===== src/rtl/pong_game_controller.sv =====
// pong_game_controller: serve/play/game-over sequencer owning ball direction, paddles and scores.
// Define PONG_ATTRACT_EN to run a self-playing attract demo while IDLE.
module pong_game_controller #(
  parameter int width        = 20,
  parameter int height       = 10,
  parameter int xBits        = $clog2(width),
  parameter int yBits        = $clog2(height),
  parameter int paddleHeight = 3,
  parameter int serveDelay   = 30,
  parameter int winScore     = 7
) (
  input  logic                    clock,
  input  logic                    reset,
  input  logic                    frameTick,
  input  logic                    startButton,
  input  logic                    leftUp,
  input  logic                    leftDown,
  input  logic                    rightUp,
  input  logic                    rightDown,
  input  logic signed [yBits:0]   ballTop,
  input  logic signed [yBits:0]   ballBottom,
  input  logic signed [xBits:0]   ballLeft,
  input  logic signed [xBits:0]   ballRight,
  output logic        [yBits-1:0] leftPaddleTop,
  output logic        [yBits-1:0] rightPaddleTop,
  output logic                    ballStep,
  output logic                    ballCenter,
  output logic                    ballXDir,
  output logic                    ballYDir,
  output logic        [3:0]       leftScore,
  output logic        [3:0]       rightScore,
  output logic        [1:0]       gameState
);
  typedef enum logic [1:0] {IDLE, SERVE, PLAY, OVER} state_t;
  localparam int CW = $clog2(serveDelay + 1);
  localparam logic [yBits-1:0] P_INIT = yBits'((height - paddleHeight) / 2);
  localparam logic [yBits-1:0] P_MAX = yBits'(height - paddleHeight);
  localparam logic signed [yBits:0] Y_MAX = (yBits + 1)'(height - 1);
  localparam logic signed [yBits:0] P_SPAN = (yBits + 1)'(paddleHeight - 1);
  localparam logic signed [xBits:0] X_HIT = (xBits + 1)'(width - 2);
  localparam logic signed [xBits:0] X_MISS = (xBits + 1)'(width - 1);
  localparam logic [3:0] WIN = 4'(winScore);

  state_t r_state, w_state;
  logic [yBits-1:0] r_lpad, w_lpad, r_rpad, w_rpad;
  logic r_xdir, w_xdir, r_ydir, w_ydir, r_step, w_step, r_center, w_center;
  logic r_toggle, w_toggle, r_start_q;
  logic [3:0] r_lscore, w_lscore, r_rscore, w_rscore, w_lscore_inc, w_rscore_inc;
  logic [CW-1:0] r_cnt, w_cnt, w_cnt_inc;
  logic signed [yBits:0] w_lp, w_rp, w_lp_bot, w_rp_bot;
  logic w_start, w_lhit, w_rhit, w_lmiss, w_rmiss, w_nx, w_ny, w_serve;

  function automatic logic [yBits-1:0] f_move(input logic [yBits-1:0] top, input logic up, input logic dn);
    return (up && !dn) ? ((top == '0) ? top : top - yBits'(1)) :
           (dn && !up) ? ((top == P_MAX) ? top : top + yBits'(1)) : top;
  endfunction

  assign w_start = startButton && !r_start_q;
  assign w_lp = signed'({1'b0, r_lpad});
  assign w_rp = signed'({1'b0, r_rpad});
  assign w_lp_bot = w_lp + P_SPAN;
  assign w_rp_bot = w_rp + P_SPAN;
  // Collision checks use the paddle positions from before this frame's move.
  assign w_lhit = !r_xdir && ballLeft <= 1 && ballBottom >= w_lp && ballTop <= w_lp_bot;
  assign w_rhit = r_xdir && ballRight >= X_HIT && ballBottom >= w_rp && ballTop <= w_rp_bot;
  assign w_lmiss = !r_xdir && !w_lhit && ballLeft <= 0;
  assign w_rmiss = r_xdir && !w_rhit && ballRight >= X_MISS;
  assign w_nx = w_lhit ? 1'b1 : w_rhit ? 1'b0 : r_xdir;
  assign w_ny = (ballTop <= 0 && !r_ydir) ? 1'b1 : (ballBottom >= Y_MAX && r_ydir) ? 1'b0 : r_ydir;
  assign w_lscore_inc = (r_lscore == 4'd15) ? r_lscore : r_lscore + 4'd1;
  assign w_rscore_inc = (r_rscore == 4'd15) ? r_rscore : r_rscore + 4'd1;
  assign w_cnt_inc = r_cnt + CW'(1);
`ifdef PONG_ATTRACT_EN
  localparam logic signed [yBits:0] P_HALF = (yBits + 1)'(paddleHeight / 2);
  logic signed [yBits:0] w_lmid, w_rmid;
  assign w_lmid = w_lp + P_HALF;
  assign w_rmid = w_rp + P_HALF;
`endif

  always_ff @(posedge clock or negedge reset)
    if (!reset) begin
      r_state   <= IDLE;
      r_lpad    <= P_INIT;
      r_rpad    <= P_INIT;
      r_xdir    <= 1'b1;
      r_ydir    <= 1'b1;
      r_lscore  <= '0;
      r_rscore  <= '0;
      r_step    <= 1'b0;
      r_center  <= 1'b0;
      r_cnt     <= '0;
      r_toggle  <= 1'b0;
      r_start_q <= 1'b0;
    end else begin
      r_state   <= w_state;
      r_lpad    <= w_lpad;
      r_rpad    <= w_rpad;
      r_xdir    <= w_xdir;
      r_ydir    <= w_ydir;
      r_lscore  <= w_lscore;
      r_rscore  <= w_rscore;
      r_step    <= w_step;
      r_center  <= w_center;
      r_cnt     <= w_cnt;
      r_toggle  <= w_toggle;
      r_start_q <= startButton;
    end

  always_comb begin
    w_state  = r_state;
    w_lpad   = r_lpad;
    w_rpad   = r_rpad;
    w_xdir   = r_xdir;
    w_ydir   = r_ydir;
    w_lscore = r_lscore;
    w_rscore = r_rscore;
    w_step   = 1'b0;
    w_center = 1'b0;
    w_cnt    = r_cnt;
    w_toggle = r_toggle;
    w_serve  = 1'b0;
    case (r_state)
      IDLE:
        if (w_start) begin
          w_lscore = '0;
          w_rscore = '0;
          w_xdir   = 1'b1;
          w_state  = SERVE;
          w_serve  = 1'b1;
        end
`ifdef PONG_ATTRACT_EN
        else if (frameTick) begin
          w_lpad = f_move(r_lpad, w_lmid > ballTop, w_lmid < ballTop);
          w_rpad = f_move(r_rpad, w_rmid > ballTop, w_rmid < ballTop);
          if (w_lmiss || w_rmiss) begin
            w_center = 1'b1;
            w_xdir   = w_rmiss;
          end else begin
            w_xdir = w_nx;
            w_ydir = w_ny;
            w_step = 1'b1;
          end
        end
`endif
      SERVE:
        if (frameTick) begin
          w_lpad  = f_move(r_lpad, leftUp, leftDown);
          w_rpad  = f_move(r_rpad, rightUp, rightDown);
          w_cnt   = w_cnt_inc;
          w_state = (w_cnt_inc == CW'(serveDelay)) ? PLAY : SERVE;
        end
      PLAY:
        if (frameTick) begin
          w_lpad = f_move(r_lpad, leftUp, leftDown);
          w_rpad = f_move(r_rpad, rightUp, rightDown);
          if (w_lmiss) begin
            w_rscore = w_rscore_inc;
            w_xdir   = 1'b0;
            w_state  = (w_rscore_inc == WIN) ? OVER : SERVE;
            w_serve  = w_rscore_inc != WIN;
          end else if (w_rmiss) begin
            w_lscore = w_lscore_inc;
            w_xdir   = 1'b1;
            w_state  = (w_lscore_inc == WIN) ? OVER : SERVE;
            w_serve  = w_lscore_inc != WIN;
          end else begin
            w_xdir = w_nx;
            w_ydir = w_ny;
            w_step = 1'b1;
          end
        end
      OVER:
        if (w_start) begin
          w_lscore = '0;
          w_rscore = '0;
          w_state  = SERVE;
          w_serve  = 1'b1;
        end
      default: ;
    endcase
    // Every entry into SERVE re-centres the ball and alternates the serve's vertical direction.
    if (w_serve) begin
      w_center = 1'b1;
      w_cnt    = '0;
      w_ydir   = r_toggle;
      w_toggle = !r_toggle;
    end
  end

  assign leftPaddleTop  = r_lpad;
  assign rightPaddleTop = r_rpad;
  assign ballStep       = r_step;
  assign ballCenter     = r_center;
  assign ballXDir       = r_xdir;
  assign ballYDir       = r_ydir;
  assign leftScore      = r_lscore;
  assign rightScore     = r_rscore;
  assign gameState      = r_state;
endmodule


===== config.mk =====
export PLATFORM = sky130hd
export DESIGN_NAME = pong_game_controller
export DESIGN_NICKNAME = d
export VERILOG_FILES = /design/src/rtl/pong_game_controller.sv
export SDC_FILE = /design/constraint.sdc
export NUM_CORES = 1
export LEC_CHECK = 0
export ABC_AREA = 0
export CORE_ASPECT_RATIO = 1.1
export CORE_UTILIZATION = 30
export CTS_CLUSTER_SIZE = 20
export DETAILED_ROUTE_END_ITERATION = 8
export RECOVER_POWER = 25
export SKIP_CTS_REPAIR_TIMING = 1
export SYNTH_ARGS = -nofsm -noshare
export SYNTH_HDL_FRONTEND = slang
export SYNTH_SLANG_ARGS = --single-unit

===== constraint.sdc =====
create_clock -name clock -period 2.55 [get_ports clock]
set_clock_uncertainty 0.2 [all_clocks]
set_input_delay 0.765 -clock clock [delete_from_list [all_inputs] [get_ports clock]]
set_output_delay 0.765 -clock clock [all_outputs]
set_load 0.01 [all_outputs]

==> parameters.txt <==
Parameter                              Value

Clock network
  Root buffer cell    sky130_fd_sc_hd__clkbuf_8
  Number of clock buffers inserted by TritonCTS    5
  CTS H-tree lvls    2
  Clk sinks    29
  Clock latency at the later pin of the worst-skew pair    approximately 280 ps
  Clk buf depth    2
  Clock-pin transition on the worst setup and hold timing paths    60 ps
  Clock tree from TritonCTS    built

Worst setup path
  Sort of element at the end of the critical path    flip-flop
  Worst reg2reg path depth    11
  Cell family with the largest share of critical-path delay    buffers and inverters
  Crit path from    ballLeft[1]
  Critical path start-end classification    in -> reg
  Cells traversed along the worst timing path    clkdlybuf4s50_1, nor4_1, buf_4, a21oi_1, nor2_2, nand2_2, o22a_1, o41ai_4, buf_4, mux2i_1
  CP most frequent cell    sky130_fd_sc_hd__buf_4
  Instance count on the critical path    10
  Critical-path maximum fanout    2
  Critical Path Slowest Stage Cell    sky130_fd_sc_hd__clkdlybuf4s50_1
  Longest individual stage delay on the worst path    roughly 400 ps
  Bufs and invs on worst path    3
  Capture point of the worst reg-to-reg path    gameState[0]
  Critical path startpoint category    primary input
  Capture point of the worst path    ballYDir
  Worst Path Required    about 2600 ps
  Data arrival, critical path    2740 ps
  Critical R2R Launch    leftPaddleTop[1]
  Setup slack of the most critical reg-to-reg path    -190 ps

Finish
  Number of inserted diodes    0
  Share of the core filled with cells in the final layout    between 40% and 50%
  Fillcell total    between 700 and 800
  Layout cells sized above 1    approximately 32%
  Net total in the final layout    approximately 420
  Final Non-Filler Cells    approximately 470
  Area growth, synth to finish    58.08%

STA
  Slew margin rel.    around half
  Final hold violation count    0
  Post-layout worst setup margin    -194.8 ps
  Setup violation total in the final timing report    17
  Final worst path period share    107.6%
  Count of final max-slew check failures    0
  Total negative slack for setup checks    -1764 ps
  Transition at the pin with the smallest max-transition slack    approximately 760 ps
  Max Clock Freq    between 0.3 and 0.4 GHz
  Minimum clock period after layout    between 2000 and 3000 ps
  Setup repair after global routing missed its margin    true

Drt
  Number of vias per cell after detailed routing    4.827
  Wire length reported by the detailed router    6.474 mm
  Via count    roughly 2.3k
  DRC errors left    0
  Remaining antenna violation count    0
  Average wire length per cell after detail routing    between 10 and 15 um
  Number of DRC markers in iteration 0    65
  Detailed Routing Iterations Pass 1    4

Floorplanning
  Width of the die    between 80 and 90 um
  Std-Cell Rows    34
  Overall die area    ~0.0084 mm2
  Die Height    approximately 96 um
  Initial core utilization    between 30 and 40%
  Num ports    52
  Placeable core region    just under 0.008 mm2

Placement
  Half-perimeter wire length after detailed placement    ~4.8 mm
  Final Wtd Congestion    0.7811
  # placed instances    454
  Number of input and output port buffers inserted    51

Synth
  Syn Nets    320
  Multiplexer area fraction after synthesis    roughly 4.6%
  Share of synthesized cell area in full adder, half adder and majority cells    19.20%
  Compound-gate portion of the synthesized area    17.60%
  Sequential element share of the synthesized area    a little under a third
  Mapped Avg Cell Area    9.542 um2
  Yosys cell types    50
  Post-Synth XOR/XNOR Area    6.505%
  Dominant synthesized flop cell    sky130_fd_sc_hd__dfrtp_1
  Post-Synthesis Cell Area    0.002424 mm2
  Simple-gate share of the synthesized area    between 10% and 20%
  Number of synthesized register bits    29
  Post-synth EDFFs    0
  Main combinational cell family by area after synthesis    adder cells
  Number of cells produced by synthesis    254
  Share of synthesized registers carrying an async set or reset    between 90% and 100%
  Total of warnings raised by yosys    0

Global routing
  Global-route usage over all layers    15.41%
  Maximum number of pins on one net before global-route repair    30
  Initial antenna violation count    0
  Vias in the first global route    2167
  Grt total ovfl    0
  First-pass GRT wire length    9.853 mm

Run status
  Violations in the final reports    setup timing
  Outcome    complete, but fails checks

Pwr
  Post-layout total power    roughly 3.9 mW
  Leakage power total    between 1.5 and 2 nW
  Power per unit of standard cell area    1008 mW/mm2
  Maximum resistive drop on vdd    0.0004081 V

Hold path
  Worst hold path class    reg -> reg

Run
  Number of max-cap violations    0
[cell usage after synthesis (all sizes together), types with 2 or more instances]
master / number / area share [%]
a21oi: 17 / 3.7
mux2i: 10 / 4.1
ha: 34 / 18
inv: 25 / 3.9
nor4: 2 / 0.52
nor2: 13 / 2.0
clkbuf: 4 / 0.62
a41oi: 2 / 0.72
nor4b: 2 / 0.72
o21ai: 13 / 2.8
nand2b: 7 / 2.4
nor3: 3 / 0.62
a211oi: 3 / 0.93
dfstp: 6 / 6.5
xnor2: 15 / 5.4
fa: 2 / 1.7
xor2: 3 / 1.1
nand4b: 2 / 0.72
o311ai: 2 / 0.72
o211ai: 4 / 1.2
and3b: 2 / 0.72
nand3: 8 / 1.7
nor2b: 2 / 0.52
a2111oi: 2 / 2.3
dfrtp: 23 / 24
nand2: 19 / 3.0
a21o: 2 / 0.62
nand4: 9 / 2.3
[kinds of logic (layout without fill, tap and decap cells)]
| family | count (synthesis) | count (layout) |
|---|---|---|
| AND/OR/NAND/NOR | 76 | 76 |
| AO/OA/AOI/OAI | 55 | 55 |
| adder cells (fa/ha/maj) | 36 | 36 |
| flip-flops | 29 | 29 |
| buffers and inverters | 29 | 134 |
| XOR/XNOR | 18 | 18 |
| multiplexers | 11 | 11 |
[where the power goes]
| group | total [mW] | switching [mW] | internal (mW) |
|---|---|---|---|
| registers | 0.972 | 0.283 | 0.689 |
| clock network | 0.368 | 0.176 | 0.191 |
| logic | 2.52 | 1.12 | 1.40 |
[worst min-delay path: cells and delay by family, from the launching register on]
kind	cells	cell delay, ps
AND/OR/NAND/NOR	1	50
flip-flops	1	410
AO/OA/AOI/OAI	1	80
[cell usage in the layout, fill, tap and decap left out, types with 3 or more instances in the layout]
cell type,n
sky130_fd_sc_hd__nor2_1,8
sky130_fd_sc_hd__a21oi_1,10
sky130_fd_sc_hd__nand3_1,5
sky130_fd_sc_hd__o21ai_1,4
sky130_fd_sc_hd__nand4_1,9
sky130_fd_sc_hd__dfrtp_1,23
sky130_fd_sc_hd__nand2b_4,3
sky130_fd_sc_hd__buf_4,45
sky130_fd_sc_hd__ha_2,4
sky130_fd_sc_hd__ha_4,11
sky130_fd_sc_hd__xor2_1,3
sky130_fd_sc_hd__buf_6,3
sky130_fd_sc_hd__dfstp_2,6
sky130_fd_sc_hd__dlymetal6s2s_1,7
sky130_fd_sc_hd__clkbuf_2,3
sky130_fd_sc_hd__o21ai_0,8
sky130_fd_sc_hd__a21oi_2,6
sky130_fd_sc_hd__nor2_2,5
sky130_fd_sc_hd__inv_1,22
sky130_fd_sc_hd__o211ai_1,4
sky130_fd_sc_hd__nand2b_1,4
sky130_fd_sc_hd__nand2_1,18
sky130_fd_sc_hd__ha_1,19
sky130_fd_sc_hd__xnor2_1,13
sky130_fd_sc_hd__clkbuf_8,5
sky130_fd_sc_hd__clkdlybuf4s50_1,40
sky130_fd_sc_hd__mux2i_1,10
[metal layers]
layer | wire length [um] | GRT usage, % | vias up
met4 | 85 | 4.918 | 0
li1 | - | - | 1133
met5 | 0 | 0 | -
met1 | 3184 | 20.78 | 1067
met2 | 3008 | 25.00 | 46
met3 | 196 | 2.573 | 8
[flip-flops by register name (all words and copies together), names as in the netlist]
signal	flops
rightPaddleTop	4
ballCenter	1
ballStep	1
gameState	2
r_cnt	5
ballYDir	1
ballXDir	1
r_toggle	1
leftScore	4
leftPaddleTop	4
r_start_q	1
rightScore	4
[final cells by class]
class / count / area (um2) / share of cell area [%]
timing repair buffer: 101 / 914.6 / 23.87
sequential: 29 / 733.2 / 19.14
clock inverter: 1 / 5.005 / 0.1306
inverter: 25 / 110.1 / 2.874
tap: 108 / 135.1 / 3.527
multi-input combinational: 196 / 1857 / 48.47
clock buffer: 7 / 76.32 / 1.992
[per-stage QoR]
| stage | setup slack, ps | hold slack [ps] | instance area [um2] |
|---|---|---|---|
| finish | -194.8 | 340.6 | 3831 |
| global route | -298.1 | 370.6 | 3831 |
| CTS | -662.1 | 328.6 | 3581 |
| detailed placement | -932.7 | 317.4 | 3500 |
| global placement | -925.3 | 322.3 | 3500 |
| floorplan | -284.9 | 269.4 | 2519 |
[worst min-delay path by stage]
| stage | from | endpoint | slack, ps | cells past startpoint |
|---|---|---|---|---|
| floorplan | reset | ballCenter | 270 | 0 |
| global placement | ballXDir | ballXDir | 320 | 2 |
| detailed placement | ballXDir | ballXDir | 320 | 2 |
| CTS | ballXDir | ballXDir | 330 | 2 |
| global route | r_toggle | r_toggle | 370 | 2 |
| finish | ballXDir | ballXDir | 340 | 2 |
Note: power is estimated with default switching activity, not from simulation.
